### config.mk
export PLATFORM = sky130hd
export DESIGN_NAME = sr_latch_driver_flat
export DESIGN_NICKNAME = d
export VERILOG_FILES = /design/src/rtl/sr_latch_driver_if.sv /design/src/rtl/sr_latch_driver.sv /design/src/flat_wrapper.sv
export SDC_FILE = /design/constraint.sdc
export NUM_CORES = 1
export LEC_CHECK = 0
export ABC_CLOCK_PERIOD_IN_PS = 4300
export BUFFER_PORTS_ARGS = -buffer_cell sky130_fd_sc_hd__buf_2
export CORE_MARGIN = 5
export CORE_UTILIZATION = 40
export CTS_CLUSTER_SIZE = 16
export DETAILED_ROUTE_END_ITERATION = 12
export MAX_ROUTING_LAYER = met4
export SLEW_MARGIN = 10
export SYNTH_ARGS = -nofsm -noshare
export SYNTH_HDL_FRONTEND = slang
export SYNTH_SLANG_ARGS = --single-unit
### constraint.sdc
create_clock -name clk -period 4.3 [get_ports clk]
set_input_delay 1.075 -clock clk [delete_from_list [all_inputs] [get_ports clk]]
set_output_delay 1.075 -clock clk [all_outputs]
set_load 0.01 [all_outputs]
### src/rtl/sr_latch_driver_if.sv
// Request/status bundle between control logic, sr_latch_driver and the RS latch.
// The master side drives the requests and the latch readback.
// The slave side is the driver itself.
interface sr_latch_driver_if;
  logic req_set;
  logic req_clr;
  logic q;
  logic q_bar;
  logic set_out;
  logic reset_out;
  logic ready;
  logic done;
  logic err;
  logic conflict;
  logic drop;
  logic state_exp;

  modport master (
    output req_set, req_clr, q, q_bar,
    input  set_out, reset_out, ready, done, err, conflict, drop, state_exp
  );

  modport slave (
    input  req_set, req_clr, q, q_bar,
    output set_out, reset_out, ready, done, err, conflict, drop, state_exp
  );
endinterface

### src/rtl/sr_latch_driver.sv
// sr_latch_driver: pulses the set/reset inputs of an external NOR RS latch,
// then reads the latch back through a 2-flop synchronizer and reports done/err.
// Optional feature macro: SRDRV_RETRY_EN. When it is defined, a readback
// mismatch re-issues the same pulse, up to MAX_RETRY extra times, before err is reported.
//
// state  | meaning
// IDLE   | ready=1, waiting for a single set or clear request
// PULSE  | set_out or reset_out high for PULSE_CYCLES
// SETTLE | both drives low, latch output propagating through the synchronizer
// CHECK  | done/err valid this cycle (or a retry is pending)
// GAP    | both drives low guard time before ready returns
module sr_latch_driver #(
  parameter int CNT_W         = 4,
  parameter int PULSE_CYCLES  = 2,
  parameter int SETTLE_CYCLES = 2,
  parameter int GAP_CYCLES    = 1,
  parameter int MAX_RETRY     = 2
) (
  input  logic               clk,
  input  logic               rst,
  sr_latch_driver_if.slave   bus
);

  // Reject parameter sets whose load values do not fit the phase counter.
  if (CNT_W < 1 ||
      PULSE_CYCLES < 1 || PULSE_CYCLES > (1 << CNT_W) - 1 ||
      SETTLE_CYCLES < 2 || SETTLE_CYCLES > (1 << CNT_W) - 1 ||
      GAP_CYCLES < 1 || GAP_CYCLES > (1 << CNT_W) - 1 ||
      MAX_RETRY < 0) begin : g_bad_param
    $error("sr_latch_driver: illegal parameter combination");
  end

  typedef enum logic [2:0] {
    IDLE   = 3'd0,
    PULSE  = 3'd1,
    SETTLE = 3'd2,
    CHECK  = 3'd3,
    GAP    = 3'd4
  } state_t;

  // The counter holds "cycles remaining minus one" for the current phase.
  localparam logic [CNT_W-1:0] PULSE_LOAD  = CNT_W'(PULSE_CYCLES - 1);
  localparam logic [CNT_W-1:0] SETTLE_LOAD = CNT_W'(SETTLE_CYCLES - 1);
  localparam logic [CNT_W-1:0] GAP_LOAD    = CNT_W'(GAP_CYCLES - 1);

  state_t            state;
  logic [CNT_W-1:0]  cnt;

  logic set_r;
  logic reset_r;
  logic ready_r;
  logic done_r;
  logic err_r;
  logic conflict_r;
  logic drop_r;
  logic state_exp_r;

  logic q_meta;
  logic q_sync;
  logic qb_meta;
  logic qb_sync;
  logic readback_ok;
  logic any_req;
  logic cnt_zero;

`ifdef SRDRV_RETRY_EN
  localparam int RETRY_W = (MAX_RETRY < 1) ? 1 : $clog2(MAX_RETRY + 1);
  localparam logic [RETRY_W-1:0] RETRY_LIMIT = RETRY_W'(MAX_RETRY);

  logic [RETRY_W-1:0] retry_cnt;
  logic               retry_pending;
`endif

  // Bring the asynchronous latch outputs into the clk domain.
  always_ff @(posedge clk) begin
    if (rst) begin
      q_meta  <= 1'b0;
      q_sync  <= 1'b0;
      qb_meta <= 1'b0;
      qb_sync <= 1'b0;
    end else begin
      q_meta  <= bus.q;
      q_sync  <= q_meta;
      qb_meta <= bus.q_bar;
      qb_sync <= qb_meta;
    end
  end

  // Only the exact complementary pair matching the command is a good readback;
  // 00 and 11 both count as mismatches.
  assign readback_ok = state_exp_r ? ( q_sync & ~qb_sync)
                                   : (~q_sync &  qb_sync);
  assign any_req     = bus.req_set | bus.req_clr;
  assign cnt_zero    = (cnt == '0);

  // Sequencer: phase transitions, phase counter and all registered outputs.
  always_ff @(posedge clk) begin
    if (rst) begin
      state       <= IDLE;
      cnt         <= '0;
      set_r       <= 1'b0;
      reset_r     <= 1'b0;
      ready_r     <= 1'b0;
      done_r      <= 1'b0;
      err_r       <= 1'b0;
      conflict_r  <= 1'b0;
      drop_r      <= 1'b0;
      state_exp_r <= 1'b0;
`ifdef SRDRV_RETRY_EN
      retry_cnt     <= '0;
      retry_pending <= 1'b0;
`endif
    end else begin
      done_r     <= 1'b0;
      err_r      <= 1'b0;
      conflict_r <= 1'b0;
      drop_r     <= 1'b0;

      // A request that arrives while busy is discarded but reported.
      if (!ready_r && any_req) begin
        drop_r <= 1'b1;
      end

      case (state)
        IDLE: begin
          ready_r <= 1'b1;
          if (ready_r) begin
            if (bus.req_set && bus.req_clr) begin
              conflict_r <= 1'b1;
            end else if (any_req) begin
              state       <= PULSE;
              cnt         <= PULSE_LOAD;
              set_r       <= bus.req_set;
              reset_r     <= bus.req_clr;
              state_exp_r <= bus.req_set;
              ready_r     <= 1'b0;
`ifdef SRDRV_RETRY_EN
              retry_cnt     <= '0;
              retry_pending <= 1'b0;
`endif
            end
          end
        end

        PULSE: begin
          if (cnt_zero) begin
            state   <= SETTLE;
            cnt     <= SETTLE_LOAD;
            set_r   <= 1'b0;
            reset_r <= 1'b0;
          end else begin
            cnt <= cnt - 1'b1;
          end
        end

        // The verdict is taken on the last settle edge so done lands in CHECK.
        SETTLE: begin
          if (cnt_zero) begin
            state <= CHECK;
`ifdef SRDRV_RETRY_EN
            if (!readback_ok && (retry_cnt < RETRY_LIMIT)) begin
              retry_pending <= 1'b1;
            end else begin
              retry_pending <= 1'b0;
              done_r        <= 1'b1;
              err_r         <= ~readback_ok;
            end
`else
            done_r <= 1'b1;
            err_r  <= ~readback_ok;
`endif
          end else begin
            cnt <= cnt - 1'b1;
          end
        end

        CHECK: begin
`ifdef SRDRV_RETRY_EN
          if (retry_pending) begin
            state         <= PULSE;
            cnt           <= PULSE_LOAD;
            set_r         <= state_exp_r;
            reset_r       <= ~state_exp_r;
            retry_cnt     <= retry_cnt + 1'b1;
            retry_pending <= 1'b0;
          end else begin
            state <= GAP;
            cnt   <= GAP_LOAD;
          end
`else
          state <= GAP;
          cnt   <= GAP_LOAD;
`endif
        end

        GAP: begin
          if (cnt_zero) begin
            state   <= IDLE;
            ready_r <= 1'b1;
          end else begin
            cnt <= cnt - 1'b1;
          end
        end

        default: begin
          state   <= IDLE;
          set_r   <= 1'b0;
          reset_r <= 1'b0;
          ready_r <= 1'b0;
        end
      endcase
    end
  end

  assign bus.set_out   = set_r;
  assign bus.reset_out = reset_r;
  assign bus.ready     = ready_r;
  assign bus.done      = done_r;
  assign bus.err       = err_r;
  assign bus.conflict  = conflict_r;
  assign bus.drop      = drop_r;
  assign bus.state_exp = state_exp_r;

endmodule

### src/flat_wrapper.sv
// flat-port wrapper written by rule: the top's interface ports become plain ports
module sr_latch_driver_flat 
#(
  parameter int CNT_W         = 4,
  parameter int PULSE_CYCLES  = 2,
  parameter int SETTLE_CYCLES = 2,
  parameter int GAP_CYCLES    = 1,
  parameter int MAX_RETRY     = 2
)
  (clk, rst, bus_req_set, bus_req_clr, bus_q, bus_q_bar, bus_set_out, bus_reset_out, bus_ready, bus_done, bus_err, bus_conflict, bus_drop, bus_state_exp);
  sr_latch_driver_if bus_i ();
  input  logic clk;
  input  logic rst;
  input wire logic [$bits(bus_i.req_set)-1:0] bus_req_set;
  input wire logic [$bits(bus_i.req_clr)-1:0] bus_req_clr;
  input wire logic [$bits(bus_i.q)-1:0] bus_q;
  input wire logic [$bits(bus_i.q_bar)-1:0] bus_q_bar;
  output wire logic [$bits(bus_i.set_out)-1:0] bus_set_out;
  output wire logic [$bits(bus_i.reset_out)-1:0] bus_reset_out;
  output wire logic [$bits(bus_i.ready)-1:0] bus_ready;
  output wire logic [$bits(bus_i.done)-1:0] bus_done;
  output wire logic [$bits(bus_i.err)-1:0] bus_err;
  output wire logic [$bits(bus_i.conflict)-1:0] bus_conflict;
  output wire logic [$bits(bus_i.drop)-1:0] bus_drop;
  output wire logic [$bits(bus_i.state_exp)-1:0] bus_state_exp;
  assign bus_i.req_set = bus_req_set;
  assign bus_i.req_clr = bus_req_clr;
  assign bus_i.q = bus_q;
  assign bus_i.q_bar = bus_q_bar;
  assign bus_set_out = bus_i.set_out;
  assign bus_reset_out = bus_i.reset_out;
  assign bus_ready = bus_i.ready;
  assign bus_done = bus_i.done;
  assign bus_err = bus_i.err;
  assign bus_conflict = bus_i.conflict;
  assign bus_drop = bus_i.drop;
  assign bus_state_exp = bus_i.state_exp;
  sr_latch_driver #(.CNT_W(CNT_W), .PULSE_CYCLES(PULSE_CYCLES), .SETTLE_CYCLES(SETTLE_CYCLES), .GAP_CYCLES(GAP_CYCLES), .MAX_RETRY(MAX_RETRY)) u_core (.clk(clk), .rst(rst), .bus(bus_i));
endmodule
[After elaboration in Yosys (flattened, before gate mapping)]
Index checks and enable logic that the tools add are counted.
W data, S select, Z words.
Storage, ports and cells
  register bits after elaboration: 19
  output and inout port bits: 8
  word-level logic and storage cells: 87
  input bits: 6
Operators by class
  reductions and logical operators: 17
  mux-type cells: 31
  equality and inequality tests: 11
  bitwise logic cells: 13
  $add $sub $neg: 1
Operators with widths (number)
  $mux W4: 5
  $mux W3: 6
  $pmux W4 S4: 1
  $mux W1: 15
  $pmux W3 S5: 1
  $reduce_or A3 Y1: 4
  $ne A2 B1 Y1 const B: 5
  $not A1 Y1: 10
  $reduce_and A5 Y1: 2
  $pmux W1 S3: 3
  $eq A3 B2 Y1 const B: 2
  $reduce_and A6 Y1: 1
  $logic_not A4 Y1: 1
  $ne A2 B2 Y1 const B: 2
  $reduce_and A4 Y1: 1
  $reduce_bool A4 Y1: 1
  $reduce_or A2 Y1: 2
  $sub A4 B1 Y4 const B: 1
  $eq A3 B1 Y1 const B: 1
  $eq A3 B3 Y1 const B: 1
  $logic_not A3 Y1: 1
  $and A1 B1 Y1: 2
  $logic_and A1 B1 Y1: 2
  $reduce_and A2 Y1: 1
  2 further kinds: 2

[Longest topological paths before layout]
Gate-level depths: netlist (run 1).
  depth after elaboration: 5
  depth in mapped cells: 6
  gate-level depth less buffers: 6

[Least setup slack after synthesis (run 1)]
No wires, ideal clock.
  path type: input port to flip-flop
  from: in bus_req_clr
  to: reg u_core.cnt[2]
  library setup time: 0.117 ns
  cell stages on the path: 6
  buffers on the path: 0
  path slack: 1.987 ns
  data arrival time: 2.195 ns
  required time: 4.183 ns
  path through: inv_1 ha_1 nor3b_4 a22oi_4 a22o_1 a32o_1
Between the ends
  cells in the longest elaborated chain, start to end: 3
  elaborated cells between the ends (all ways): 5
  classes of those cells: eq/ne: 2; bitwise: 1; reduce/logical: 2
RTL lines
  start: declaration: RTL line flat_wrapper.sv:15  | input wire logic [$bits(bus_i.req_clr)-1:0] bus_req_clr;
  $or A1 B1 Y1 or $logic_and A1 B1 Y1 (tied branches): RTL line sr_latch_driver.sv:93, sr_latch_driver.sv:128
  $ne A2 B1 Y1 (no line) or $ne A2 B2 Y1 (tied branches)
  $reduce_and A5 Y1 (no line) (*)
  end signal: assignment: RTL line sr_latch_driver.sv:152  | cnt <= cnt - 1'b1;
  end signal: assignment: RTL line sr_latch_driver.sv:173  | cnt <= cnt - 1'b1;
  end signal: assignment: RTL line sr_latch_driver.sv:201  | cnt <= cnt - 1'b1;
  end: declaration: RTL line sr_latch_driver.sv:47  | logic [CNT_W-1:0] cnt;
Every way passes the cells marked *; elsewhere a longest branch is shown, timed or not.
A chain may end at the register's enable or synchronous reset.

[Final worst setup path (run 1)]
  from: in bus_req_clr
  to: reg u_core.cnt[3]
Same word-level chain as after synthesis.

==> metrics.md, run 1 <==
| Metric | Value |
|---|---|
| Status | completed |
| Resize count post-CTS | 0 |
| Die W | 61.0 microns |
| Area growth syn-to-layout | 6.00% |
| Post-synth EDFFs | 0 |
| Mapped cell area | 1040 sq um |
| Non-filler instance count after layout | 149 |
| Sequential cell area fraction in the yosys report | 36.5% |
| Worst-path cell chain | buf_2 > inv_1 > ha_1 > nor3b_4 > a22oi_4 > a22o_1 > a32o_1 |
| Syn_area_per_cell | 9.65 sq um |
| Combinational share of power | 50.5% |
| Antenna violations before repair | 0 |
| Crit path time final | 2.22 ns |
| Inst Count DP | 145 |
| Leading area contributor after synthesis | dfxtp_1 |
| Worst skew pair latency | 0.30 ns |
| Gate Count Post-Synth | 108 |
| Count leader, synth | dfxtp_1 |
| CTS Hold Bufs | 0 |
| CTS tree | done |
| Crit-path max FO | 7 |
| Leakage | 0.000453 uW |
| Final Setup Violations | 0 |
| Dominant synthesized flop cell | dfxtp_1 |
| Routed WL | 1920 microns |
| Yosys cell types | 41 |
| Port bufs | 13 |
| Postcts setup bufs | 0 |
| Sequential Area | 380 sq um |
| Full die area | 3730 sq um |
| Most frequent cells after synthesis | 19 x dfxtp_1, 8 x nand2_1, 6 x a21oi_1, 6 x inv_1, 6 x nor2b_1 |
| Pwr dens | 677 nW/um^2 |
| CP required | 4.51 ns |
| Max-slew violations | 0 |
| Internal | 425 uW |
| Drt pass-1 iters | 4 |
| # H-tree levels | 1 |
| Gr ovfl total | 0 |
| HP Class | register to register |
| Detail Placement HPWL | 1400 microns |
| DRT iter0 DRCs | 39 |
| Yosys reg bits | 19 |
| GRT Resource Usage Total | 12.0% |
| Max cap viols | 0 |
| Reg power frac | 37.1% |
| Fin Clk Skew | 0.0129 ns |
| DRT antenna net count | 0 |
| First-pass GRT wire length | 3270 microns |
| Critical Path Source Type | primary input |
| Final worst slack | 2.08 ns |
| Vias in the first global route | 747 |
| Worst slew pin tran | 0.599 ns |
| Vias per Instance | 5.43 |
| CP endpoint kind | register |
| CP startpoint | bus_req_clr |
| Multi-input logic area | 572 sq um |
| Sw Ratio | 43.2% |
| Fin crit share | 51.7% |
| Clk buf depth | 2 |
| Critical path arrival | 2.43 ns |
| Hold Fails Final Rpt | 0 |
| Syn Nets | 118 |
| Worst hold margin | 0.449 ns |
| Critical Path Slowest Stage Cell | nor3b_4 |
| Max-slew headroom at the worst pin | 60.0% |
| CTS sink count | 19 |
| # diodes | 0 |
| Fin nets | 130 |
| CP top delay family | compound AO/OA/AOI/OAI gates |
| Synth area leaders | dfxtp_1 36%, ha_1 4.8%, clkbuf_8 4.0% |
| Setup TNS | 0 ns |
| R2R setup slack | 2.51 ns |
| Critical R2R Launch | u_core.cnt[0]$_SDFFE_PP0P_ |
| Crit path buffers/inverters | 2 |
| Core box area | 2480 sq um |
| Starting Density | 42.1% |
| Fmax | 0.450 GHz |
| Clk slew on worst S/H paths | 0.12 ns |
| Num ports | 14 |
| GPL Wtd Cong | 0.809 |
| Syn. warnings | 0 |
| Cell depth of the worst setup path | 7 |
| Drt drc | 0 |
| DR WL/cell | 12.9 microns |
| Post-placement worst setup slack | 1.75 ns |
| Unrepaired setup endpoints after global routing | false |
| Layout cells sized above 1 | 25.2% |
| VDD IR max | 319 uV |
| Largest net degree at the start of global routing | 17 |
| Worst reg2reg path depth | 6 |
| Setup CP Type | primary input to register |
| Vias | 809 |
| Post-synth top area share | 36.5% |
| Clock share of power | 12.4% |
| Post-synth ARST share | 0% |
| Hold depth | 1 |
| CTS Root Cell | clkbuf_4 |
| CP peak stage delay | 0.39 ns |
| R2r endpoint | u_core.cnt[2]$_SDFFE_PP0P_ |
| Die Height | 61.0 microns |
| Num CTS Buffers | 3 |
| Fill count | 263 |
| Sw Pwr | 323 uW |
| Worst setup path end | u_core.cnt[3]$_SDFFE_PP0P_ |
| Rows | 18 |
-- cells in the final DEF (no fill, tap or decap), drive strengths merged, types with 2 or more instances in the layout --
| master | count |
|---|---|
| o21a | 2 |
| nand2 | 8 |
| nand3 | 4 |
| a22o | 3 |
| dfxtp | 19 |
| o21ai | 2 |
| o211ai | 2 |
| or3 | 2 |
| nor2b | 6 |
| a21oi | 7 |
| nor2 | 6 |
| a22oi | 2 |
| nor3 | 6 |
| nor4 | 2 |
| nor3b | 2 |
| a32o | 2 |
| clkbuf | 3 |
| buf | 13 |
| a211oi | 2 |
| and2b | 2 |
| ha | 4 |
| and3 | 2 |
| inv | 6 |
-- worst register-to-register path, stage by stage (launching register included) --
cell,delay [ns]
dfxtp_1,0.33
inv_1,0.14
ha_1,0.20
or3b_4,0.44
a31oi_4,0.25
a21oi_1,0.12
a32o_1,0.22
-- worst min-delay path by stage --
stage                                    from                         to  slack, ns
global route         u_core.q_meta$_SDFF_PP0_   u_core.q_sync$_SDFF_PP0_       0.46
global placement    u_core.qb_meta$_SDFF_PP0_  u_core.qb_sync$_SDFF_PP0_       0.42
CTS                  u_core.q_meta$_SDFF_PP0_   u_core.q_sync$_SDFF_PP0_       0.45
finish               u_core.q_meta$_SDFF_PP0_   u_core.q_sync$_SDFF_PP0_       0.45
detailed placement   u_core.q_meta$_SDFF_PP0_   u_core.q_sync$_SDFF_PP0_       0.42
floorplan            u_core.q_meta$_SDFF_PP0_   u_core.q_sync$_SDFF_PP0_       0.41
-- area by class of cell --
cell class,count,area share (%)
well taps,30,3.40
repair buffers,13,5.89
inverters,6,2.04
multi-input cells,77,51.8
clock buffers,3,2.04
clock inverters,1,0.453
flip-flops and latches,19,34.4
-- flip-flops by register name, indices dropped and copies added (netlist names) --
signal                count
u_core.cnt                4
u_core.state              3
u_core.bus.conflict       1
u_core.bus.done           1
u_core.bus.drop           1
u_core.bus.err            1
u_core.bus.ready          1
u_core.bus.reset_out      1
u_core.bus.set_out        1
u_core.bus.state_exp      1
u_core.q_meta             1
u_core.q_sync             1
u_core.qb_meta            1
u_core.qb_sync            1
-- metal layers --
layer	part of all wire, %	track usage, %	up-vias
met5	0	-	-
met4	1.4	4.64	0
met3	3.7	2.10	4
met2	44	17.5	13
met1	51	16.3	374
li1	-	-	418
-- kinds of logic after synthesis --
| group | Yosys count | synth area share (%) |
|---|---|---|
| AND/OR/NAND/NOR | 43 | 25.6 |
| flip-flops | 19 | 36.5 |
| buffers and inverters | 12 | 8.64 |
| XOR/XNOR | 1 | 0.840 |
| adder cells (fa/ha/maj) | 4 | 4.80 |
| AO/OA/AOI/OAI | 29 | 23.6 |
-- metrics by stage --
step                power [uW]  instance area [sq um]  util, %
floorplan                  606                   1040        -
global placement           652                   1080     43.5
detailed placement         658                   1080     43.5
CTS                        752                   1100     44.6
global route               814                   1100     44.6
finish                     748                   1100     44.6
-- power groups by stage --
stage / combinational (uW) / sequential (uW) / clock [uW]
finish: 378 / 278 / 92.4
global placement: 373 / 279 / 0
detailed placement: 377 / 281 / 0
floorplan: 354 / 253 / 0
CTS: 378 / 277 / 96.7
global route: 420 / 288 / 105
Note: power is estimated with default switching activity, not from simulation.
==> run 2: changes to the inputs <==
ABC_AREA = 1   (was not set)
ABC_CLOCK_PERIOD_IN_PS = 2050   (was 4300)
clock period = 2.05 ns   (was 4.3 ns; I/O delays follow)
==> run 2 against run 1 <==
  * Non-clock buffer count stayed put
  * Combinational power is 84% higher
  * Clock skew is 0.0095 ns lower
  * Clock power is 110% higher
  * Design area is 2.3% higher
  * Setup slack worse by 1.6 ns
  * Core utilization is 1.9 points higher
  * Sequential power is 84% higher
  * Via count is 10% higher
  * Sequential share of layout area is 0.76 points lower
  * Global-route usage is 1.5 points higher
  * Synthesized cell count is 28% higher
==> metrics.md, run 2 <==
| Metric | Value |
|---|---|
| Status | completed |
| GPL Wtd Cong | 0.903 |
| Inst Count DP | 180 |
| Pwr dens | 1240 nW/um^2 |
| CP top delay family | simple AND/OR/NAND/NOR gates |
| Largest Register | u_core.cnt |
| Mapped cell area | 1000 sq um |
| Setup CP Type | register to register |
| Most frequent cells in the layout | 35 x nand2_1, 19 x dfxtp_1, 18 x nor2_1 |
| HP Class | primary input to register |
| # diodes | 0 |
| Hold depth | 3 |
| Worst-path cell chain | inv_1 > ha_1 > nand2_1 > nand2_1 > nand2_1 > nand2_1 > nand2_1 > nand2_1 > nor2_1 |
| R2R setup slack | 0.46 ns |
| Sequential cell area fraction in the yosys report | 37.9% |
| CTS Hold Bufs | 0 |
| Leakage | 0.000566 uW |
| VDD IR max | 665 uV |
| DR WL/cell | 11.5 microns |
| Fin nets | 165 |
| Area growth syn-to-layout | 12.6% |
| Num ports | 14 |
| Layout cells sized above 1 | 24.0% |
| Post-synth top area share | 37.9% |
| Fmax | 0.630 GHz |
| Postcts setup bufs | 0 |
| Core box area | 2430 sq um |
| Max reg flops | 4 |
| Crit path time final | 1.59 ns |
| Hold Path Origin | bus_q |
| Final Setup Violations | 0 |
| Clk buf depth | 2 |
| Vias | 891 |
| Yosys cell types | 25 |
| Crit path buffers/inverters | 1 |
| Post-synth EDFFs | 0 |
| CP endpoint kind | register |
| Hold-critical path endpoint | u_core.q_meta$_SDFF_PP0_ |
| Die W | 60.1 microns |
| Routed WL | 2110 microns |
| Worst reg2reg path depth | 9 |
| Syn Nets | 148 |
| Leading cell type in the layout, fill and taps excluded | nand2_1 |
| Antenna violations before repair | 0 |
| Detail Placement HPWL | 1620 microns |
| Critical Path Source Type | register |
| Critical path arrival | 1.83 ns |
| Max-slew headroom at the worst pin | 77.1% |
| Crit-path max FO | 9 |
| Critical R2R Launch | u_core.cnt[0]$_SDFFE_PP0P_ |
| Clk slew on worst S/H paths | 0.12 ns |
| Critical Path Slowest Stage Cell | dfxtp_1 |
| Syn. warnings | 0 |
| Num CTS Buffers | 3 |
| GRT Resource Usage Total | 13.5% |
| Pwr Total | 1400 uW |
| Full die area | 3610 sq um |
| Drt pass-1 iters | 4 |
| Dominant synthesized flop cell | dfxtp_1 |
| Rows | 18 |
| Biggest regs | u_core.cnt x4, u_core.state x3 |
| Syn_area_per_cell | 7.27 sq um |
| CTS tree | done |
| Post-synth ARST share | 0% |
| Largest net degree at the start of global routing | 15 |
| Max-slew violations | 0 |
| Drt drc | 0 |
| Setup TNS | 0 ns |
| Most frequent cells after synthesis | 35 x nand2_1, 19 x dfxtp_1, 18 x nor2_1, 16 x inv_1, 10 x a21oi_1 |
| DRT iter0 DRCs | 14 |
| Port bufs | 13 |
| Starting Density | 41.3% |
| Fin Clk Skew | 0.00340 ns |
| Synth area leaders | dfxtp_1 38%, nand2_1 13%, nor2_1 6.7% |
| Hold Fails Final Rpt | 0 |
| Yosys reg bits | 19 |
| Vias per Instance | 4.84 |
| Worst slew pin tran | 0.342 ns |
| Unrepaired setup endpoints after global routing | false |
| Non-filler instance count after layout | 184 |
| Max cap viols | 0 |
| Die Height | 60.1 microns |
| Resize count post-CTS | 0 |
| First-pass GRT wire length | 3600 microns |
| CTS Root Cell | clkbuf_4 |
| R2r endpoint | u_core.cnt[1]$_SDFFE_PP0P_ |
| # H-tree levels | 1 |
| Fin crit share | 77.4% |
| Count leader, synth | nand2_1 |
| DRT antenna net count | 0 |
| CP dominant cell by count | nand2_1 |
| Gr ovfl total | 0 |
| CP peak stage delay | 0.39 ns |
| Leading area contributor after synthesis | dfxtp_1 |
| Worst skew pair latency | 0.30 ns |
| Gate Count Post-Synth | 138 |
| Vias in the first global route | 870 |
| CTS sink count | 19 |
| CP required | 2.30 ns |
run 2: cell count changes in the layout (fill, tap and decap cells not counted), sizes merged, moves of 5 or more:
cell | previous run | this run
a21oi | 7 | 12
nand2 | 8 | 40
inv | 6 | 20
nor2 | 6 | 22
nand3 | 4 | 10
nor2b | 6 | 0
run 2: where the power goes:
group / switching [uW] / internal (uW) / leakage, uW
Clock: 126 / 72.6 / 0.0000177
Combinational: 447 / 248 / 0.000392
Sequential: 68.8 / 442 / 0.000156
Total: 642 / 763 / 0.000566
run 2: metrics by stage:
stage | hold WS (ns) | setup slack (ns) | utilization [%] | cell area [sq um]
after floorplan | 0.388 | 0.524 | - | 1000
after global routing | 0.399 | 0.305 | 46.5 | 1130
after detailed placement | 0.396 | 0.291 | 45.3 | 1100
after CTS | 0.412 | 0.458 | 46.5 | 1130
final | 0.406 | 0.464 | 46.5 | 1130
after global placement | 0.390 | 0.338 | 45.3 | 1100
run 2: layer usage:
layer,vias up,wire length (microns),GRT usage [%]
met5,-,0,-
met4,0,8,3.80
met3,2,90,2.81
met2,14,1080,22.8
met1,412,936,16.0
li1,463,-,-
run 2: how the worst max path moves through the flow:
stage / start / end / slack (ns) / cells past startpoint
after global placement: bus_req_clr / u_core.cnt[1]$_SDFFE_PP0P_ / 0.34 / 10
after detailed placement: bus_req_clr / u_core.cnt[1]$_SDFFE_PP0P_ / 0.29 / 10
after global routing: u_core.cnt[0]$_SDFFE_PP0P_ / u_core.cnt[1]$_SDFFE_PP0P_ / 0.30 / 9
final: u_core.cnt[0]$_SDFFE_PP0P_ / u_core.cnt[1]$_SDFFE_PP0P_ / 0.46 / 9
after CTS: u_core.cnt[0]$_SDFFE_PP0P_ / u_core.cnt[1]$_SDFFE_PP0P_ / 0.46 / 9
after floorplan: bus_req_set / u_core.cnt[1]$_SDFFE_PP0P_ / 0.52 / 9
run 2: final cells by class:
cell class | instances | area [sq um]
clock buffers | 3 | 22.5
well taps | 30 | 37.5
fillers | 258 | 1300
inverters | 20 | 77.6
repair buffers | 13 | 65.1
flip-flops and latches | 19 | 380
multi-input cells | 98 | 542
clock inverters | 1 | 5.00
run 2: cell families (layout without fill, tap and decap cells):
| group | after synthesis | in the layout | synth area share (%) |
|---|---|---|---|
| simple gates | 77 | 77 | 38.2 |
| buf+inv | 21 | 37 | 8.10 |
| flops | 19 | 19 | 37.9 |
| compound gates | 15 | 15 | 9.10 |
| fa+ha+maj | 4 | 4 | 4.99 |
| xor+xnor | 2 | 2 | 1.75 |
run 2: tightest hold or removal path: stages:
cell	delay, ns
buf_2	0.07
inv_1	0.03
nor2_1	0.06
==> run 3: changes to the inputs <==
ABC_AREA = 0   (was 1)
ABC_CLOCK_PERIOD_IN_PS = 1600   (was 2050)
clock period = 1.6 ns   (was 2.05 ns; I/O delays follow)
==> run 3 against run 2 <==
  * Cell count fell by 8.7%
  * Clock skew fell by 0.0015 ns
  * Clock-buffer cell count did not move
  * Critical path depth fell by 3
  * Non-clock buffer count rose by 19
  * Combinational power rose by 110%
  * Design area rose by 14%
  * Largest power group unchanged
  * Worst hold slack got worse by 0.090 ns
  * Total power rose by 72%
  * Clock power rose by 20%
  * Global-route usage rose by 0.27 points
  * Sequential power rose by 37%
  * The flow now finishes with violations (negative setup slack)
==> metrics.md, run 3 (synthesis gave the netlist of run 1 again) <==
| Metric | Value |
|---|---|
| Area growth syn-to-layout | 23.8% |
| Core box area | 2480 sq um |
| Routed WL | 2130 microns |
| Biggest regs | u_core.cnt x4, u_core.state x3 |
| GRT Resource Usage Total | 13.8% |
| Fin crit share | 103% |
| Worst reg2reg path depth | 6 |
| Port bufs | 13 |
| Leakage | 0.000549 uW |
| Drt drc | 0 |
| Worst setup path end | u_core.cnt[2]$_SDFFE_PP0P_ |
| Largest net degree at the start of global routing | 17 |
| Status | finished, violations left |
| Most frequent cells in the layout | 18 x buf_4, 17 x dfxtp_1, 13 x buf_2 |
| CP startpoint | u_core.cnt[0]$_SDFFE_PP0P_ |
| Clk buf depth | 2 |
| First-pass GRT wire length | 3710 microns |
| Fin nets | 149 |
| Worst skew pair latency | 0.29 ns |
| Non-filler instance count after layout | 168 |
| Setup TNS | -0.115 ns |
| Max reg flops | 4 |
| Vias | 883 |
| Full die area | 3730 sq um |
| Drt pass-1 iters | 4 |
| Num ports | 14 |
| # diodes | 0 |
| Starting Density | 42.1% |
| Combinational share of power | 61.2% |
| R2R setup slack | -0.05 ns |
| Critical path arrival | 1.85 ns |
| Largest Register | u_core.cnt |
| Max-slew headroom at the worst pin | 77.5% |
| Hold Fails Final Rpt | 0 |
| Pwr dens | 1870 nW/um^2 |
| Unrepaired setup endpoints after global routing | true |
| Internal | 1440 uW |
| Die Height | 61.0 microns |
| Rows | 18 |
| Sw Ratio | 40.2% |
| Critical R2R Launch | u_core.cnt[0]$_SDFFE_PP0P_ |
| Vias per Instance | 5.26 |
| CTS Root Cell | clkbuf_4 |
| Leading cell type in the layout, fill and taps excluded | buf_4 |
| CTS sink count | 19 |
| Num CTS Buffers | 3 |
| Util after Layout | 52.1% |
| Layout cells sized above 1 | 42.0% |
| Max-slew violations | 0 |
| CP endpoint kind | register |
| Sw Pwr | 969 uW |
| Fin Clk Skew | 0.00190 ns |
| DR WL/cell | 12.7 microns |
| GPL Wtd Cong | 0.800 |
| Final worst slack | -0.0516 ns |
| CP required | 1.80 ns |
| Final Setup Violations | 3 |
| Inst Count DP | 162 |
| Gr ovfl total | 0 |
| Detail Placement HPWL | 1550 microns |
| Reg power frac | 29.0% |
| Antenna violations before repair | 0 |
| Worst slew pin tran | 0.335 ns |
| DRT iter0 DRCs | 14 |
| CTS Hold Bufs | 0 |
| Clock share of power | 9.8% |
| R2r endpoint | u_core.cnt[2]$_SDFFE_PP0P_ |
| Vias in the first global route | 884 |
| Crit-path max FO | 5 |
| Setup CP Type | register to register |
| Failing checks | negative setup slack |
| Critical Path Source Type | register |
| VDD IR max | 872 uV |
| Die W | 61.0 microns |
| # H-tree levels | 1 |
| Fmax | 0.605 GHz |
| CTS tree | done |
| Crit path time final | 1.65 ns |
| Clk slew on worst S/H paths | 0.10 ns |
| Pwr Total | 2410 uW |
| Worst hold margin | 0.316 ns |
| DRT antenna net count | 0 |
| HP Class | primary input to register |
| Max cap viols | 0 |
run 3: cell types whose count changed in the layout (fill, tap and decap cells not counted), moves of 5 or more:
cell	previous run	this run
nor2b_1	0	6
inv_1	16	4
a21oi_1	10	5
nand2_1	35	8
nor2_1	18	5
buf_4	0	18
run 3: critical path: stages (launching register included):
cell,delay (ns)
dfxtp_2,0.34
inv_2,0.07
ha_4,0.13
or3b_4,0.42
a22oi_4,0.26
a21oi_2,0.10
a32o_1,0.22
run 3: metal layers:
layer,GRT usage (%),wire (microns),up-vias
li1,-,-,455
met2,22.1,1010,14
met1,16.6,1020,408
met3,1.89,55,6
met5,-,0,-
met4,7.43,42,0
run 3: how the worst min path moves through the flow:
stage	from	endpoint	slack (ns)	depth (start not counted)
CTS	bus_q_bar	u_core.qb_meta$_SDFF_PP0_	0.31	2
global placement	u_core.qb_meta$_SDFF_PP0_	u_core.qb_sync$_SDFF_PP0_	0.42	1
floorplan	u_core.q_meta$_SDFF_PP0_	u_core.q_sync$_SDFF_PP0_	0.41	1
global route	bus_q	u_core.q_meta$_SDFF_PP0_	0.34	2
finish	bus_q	u_core.q_meta$_SDFF_PP0_	0.32	2
detailed placement	u_core.qb_meta$_SDFF_PP0_	u_core.qb_sync$_SDFF_PP0_	0.43	1
run 3: per-stage QoR:
step                      setup WS [ns]  instance area (sq um)
after floorplan                 0.00321                   1050
after global placement          -0.0447                   1210
after detailed placement        -0.0743                   1210
after CTS                       -0.0183                   1290
after global routing             -0.118                   1290
final                           -0.0516                   1290
run 3: power by group through the flow:
stage	combinational (uW)	clock, uW	sequential, uW
2_1_floorplan	950	0	681
3_3_place_gp	1360	0	697
3_5_place_dp	1360	0	699
4_1_cts	1470	250	698
5_1_grt	1620	267	720
6_report	1480	237	700
run 3: repair_timing:
item                       in CTS  in global routing
buffers inserted                2                  0
pin swaps                       3                  2
gates cloned                    0                  0
resized for setup               9                  0
setup endpoints to repair       4                  4
run 3: final cells by class:
cell class | count | area [sq um]
Clock inverter | 1 | 5.00
Fill cell | 252 | 1190
Timing Repair Buffer | 32 | 211
Inverter | 6 | 22.5
Clock buffer | 3 | 22.5
Sequential cell | 19 | 383
Tap cell | 30 | 37.5
Multi-Input combinational cell | 77 | 608
